<file path="src/rtl/seven_segment_cntrl.sv">
// Registered 3-bit to seven-segment decoder for the multiplier step count.
// Codes 0..3 show "0".."3"; codes 4..7 show "E". One cycle of latency.
//
// Ports:
//   clk           system clock, rising edge
//   reset         synchronous, active-high; blanks the digit
//   inp[2:0]      value to display (0..7)
//   seg_a..seg_g  segment drives (a top, b top right, c bottom right,
//                 d bottom, e bottom left, f top left, g middle)
// Parameter ACTIVE_LOW: 0 = segment lit on 1, 1 = all outputs inverted.
module seven_segment_cntrl #(
    parameter bit ACTIVE_LOW = 1'b0
) (
    input  logic       clk,
    input  logic       reset,
    input  logic [2:0] inp,
    output logic       seg_a,
    output logic       seg_b,
    output logic       seg_c,
    output logic       seg_d,
    output logic       seg_e,
    output logic       seg_f,
    output logic       seg_g
);

    // Segment vectors are ordered {a,b,c,d,e,f,g}, a in the MSB.
    localparam logic [6:0] GLYPH_0 = 7'b1111110;
    localparam logic [6:0] GLYPH_1 = 7'b0110000;
    localparam logic [6:0] GLYPH_2 = 7'b1101101;
    localparam logic [6:0] GLYPH_3 = 7'b1111001;
    localparam logic [6:0] GLYPH_E = 7'b1001111;

    // Level that leaves every segment dark for the selected polarity.
    localparam logic [6:0] BLANK = ACTIVE_LOW ? 7'b1111111 : 7'b0000000;

    logic [6:0] lit;
    logic [6:0] drive;
    logic [6:0] seg_q;

    // Anything outside 0..3, including unknowns, falls to "E".
    always_comb begin
        lit = GLYPH_E;
        case (inp)
            3'd0:    lit = GLYPH_0;
            3'd1:    lit = GLYPH_1;
            3'd2:    lit = GLYPH_2;
            3'd3:    lit = GLYPH_3;
            default: lit = GLYPH_E;
        endcase
    end

    assign drive = ACTIVE_LOW ? ~lit : lit;

    always_ff @(posedge clk) begin
        if (reset) begin
            seg_q <= BLANK;
        end else begin
            seg_q <= drive;
        end
    end

    assign seg_a = seg_q[6];
    assign seg_b = seg_q[5];
    assign seg_c = seg_q[4];
    assign seg_d = seg_q[3];
    assign seg_e = seg_q[2];
    assign seg_f = seg_q[1];
    assign seg_g = seg_q[0];

endmodule

</file>
<file path="config.mk">
export PLATFORM = sky130hd
export DESIGN_NAME = seven_segment_cntrl
export DESIGN_NICKNAME = d
export VERILOG_FILES = /design/src/rtl/seven_segment_cntrl.sv
export SDC_FILE = /design/constraint.sdc
export NUM_CORES = 1
export LEC_CHECK = 0
export BUFFER_PORTS_ARGS = -buffer_cell sky130_fd_sc_hd__clkbuf_2
export CORE_AREA = 2 2 39 41
export CTS_BUF_LIST = sky130_fd_sc_hd__clkbuf_8
export DETAILED_ROUTE_END_ITERATION = 10
export DIE_AREA = 0 0 41 43
export GPL_TIMING_DRIVEN = 0
export PLACE_DENSITY_LB_ADDON = 0.2
export SYNTH_ARGS = -nofsm -noshare
export SYNTH_HDL_FRONTEND = slang
export SYNTH_SLANG_ARGS = --single-unit
</file>
<file path="constraint.sdc">
create_clock -name clk -period 1.3 [get_ports clk]
set_input_delay 0.13 -clock clk [delete_from_list [all_inputs] [get_ports clk]]
set_output_delay 0.13 -clock clk [all_outputs]
set_load 0.005 [all_outputs]
</file>
==> impl_metrics.ini <==
[sta]
timing.fmax_mhz = 1160
fin_setup_tns_ps = 0
slew_headroom = 0.919
hold_violations = 0
whs_ps = 102
rsz0062_at_grt = no
setup-violations-final = 0
max_slew.worst_pin.slew_ps = 122
min_period_ps = 863
slew_violations = 0
fin_crit_sh = 0.664

[final_layout]
area_delta_synth_final_pct = 65.5
largest_reg_flops = 6
top_register = seg_q
layout.nets = 37
reg_top3 = seg_q x6
drive_gt1_frac = 0.533
antenna_cells = 0

[worst_setup_path]
path_max_fanout = 2
cpLargestDelayFamily = flip-flops
critPathArrivalTime_ps = 730
startpoint_type = flip-flop
slowest_stage = dfxtp_1
end_kind = output pin
required_ps = 1170
crit_buf_inv = 2
setup.worst_path.class = flip-flop to output pin
critPathMaxStageDelay_ps = 300
cp_cell_sequence = buf_4 -> clkbuf_2

[place]
detailed_place_hpwl_um = 292
finalWeightedCongestion = 0.725
port_buffers = 11

[power_and_ir_drop]
p_int_w = 0.000416
power_density_nw_per_um2 = 1740
pwr-share-comb = 0.075
irDropWorstVdd_mv = 0.327
p_clk_frac = 0.535
leakage_nw = 0.147
switching_share = 0.190
power_w = 0.000513
p_seq_frac = 0.390
p_sw_w = 0.0000973

[flow_run]
maxCapViolCount = 0

[global_route]
track_usage = 0.0572
grt.overflow.total = 0
grt_pass1_vias = 145
grt_pass1_wl_um = 579
antenna_found_initial = 0
grt_max_degree = 6

[clock_network]
post_cts_buffers = 0
cts_resized = 0
cts.reportedPaths.clkPinSlew_ps = 40
cts_inserted_buffers = 3
cts_buffer_depth = 2
cts_tree = done
cts_hold_buf = 0
clock_sinks = 6
cts_htree_levels = 1
root_buffer = clkbuf_8

[yosys]
post_synth.cell_area_avg_um2 = 11.1
ys_warn_count = 0
syn_nets = 21
netlist_area_um2 = 178
synthTopCellsByArea = dfxtp_1 (68%), a21oi_1 (5.6%), a21oi_2 (4.9%), buf_4 (4.2%), inv_1 (4.2%)
synthArstFlopShare = 0
ys_seq_elements = 6
synth_edf_count = 0
netlist.area_leader.share = 0.676
yosys.area.top_type = dfxtp_1
ys_types = 9
ys.flop_type = dfxtp_1
ys_seq_area_frac = 0.676
synth_most_common_cell = dfxtp_1
synthTopCellsByCount = dfxtp_1 (6), a21oi_1 (2), inv_1 (2)
syn_inst = 16

[drt]
drtAntennaViolNets = 0
num_vias = 157
wirelength_um = 379
drc = 0
drt_iter0_drc = 4
routedWlPerCell_um = 8.24
drt_first_pass_iters = 4
vias_per_cell = 3.41

[status]
status = finished, final reports clean

[floorplanning]
initial_utilization = 0.128
ios = 12
row_count = 14
die_h_um = 43
die_width_um = 41
dieArea_um2 = 1760
core_region_area_um2 = 1380

[hold_path]
hold_end = seg_q[5]$_SDFF_PP0_
hold_start = inp[2]
min_path_cells = 2
hold_path_class = input pin to flip-flop
## how the worst max path moves through the flow
stage	from	end	slack, ps	cells after the start
5_1_grt	seg_q[3]$_SDFF_PP0_	seg_d	390	2
3_3_place_gp	inp[0]	seg_q[1]$_SDFF_PP0_	660	3
6_report	seg_q[3]$_SDFF_PP0_	seg_d	440	2
2_1_floorplan	seg_q[3]$_SDFF_PP0_	seg_d	740	1
4_1_cts	seg_q[3]$_SDFF_PP0_	seg_d	420	2
3_5_place_dp	inp[0]	seg_q[1]$_SDFF_PP0_	650	3
## metal layers
metal | vias up | global-route usage | part of all wire
met5 | - | 0 | 0
met3 | 0 | 0.0524 | 0.18
li1 | 81 | - | -
met2 | 13 | 0.0531 | 0.31
met1 | 63 | 0.0675 | 0.51
met4 | 0 | 0.0600 | 0
## through the flow
step / cell area (um2) / setup slack [ps] / util / instances
finish: 294 / 437 / 0.212 / 46
global route: 294 / 391 / 0.212 / 46
CTS: 294 / 425 / 0.212 / 46
detailed placement: 253 / 649 / 0.183 / 43
global placement: 253 / 661 / 0.183 / 43
floorplan: 178 / 744 / - / 16
## cell families (layout without fill, tap and decap cells)
| group | Yosys count | count (layout) | share of synthesized area |
|---|---|---|---|
| AOI/OAI and AO/OA | 5 | 5 | 0.183 |
| buffers and inverters | 3 | 17 | 0.0845 |
| DFF | 6 | 6 | 0.676 |
| and+or+nand+nor | 2 | 2 | 0.0563 |
## cell usage in the layout, fill, tap and decap left out
master	count
o21a_1	1
clkbuf_8	3
or2_1	1
a21oi_2	1
a21oi_1	2
inv_1	2
a31oi_1	1
nor2_1	1
buf_4	1
dfxtp_1	6
clkbuf_2	11
## power by group through the flow
stage	sequential [W]	combinational (W)	clock, W
2_1_floorplan	0.000204	0.0000135	0
3_3_place_gp	0.000203	0.0000390	0
3_5_place_dp	0.000203	0.0000392	0
4_1_cts	0.000200	0.0000393	0.000285
5_1_grt	0.000201	0.0000439	0.000297
6_report	0.000200	0.0000386	0.000274
## area by class of cell
type / instances / area (um2)
Sequential cell: 6 / 120
Tap cell: 16 / 20.0
Clock buffer: 3 / 41.3
Fill cell: 159 / 1090
Inverter: 2 / 7.51
Buffer: 1 / 7.51
Timing Repair Buffer: 11 / 55.1
Multi-Input combinational cell: 7 / 42.5
Power figures use the tool's default switching activity.
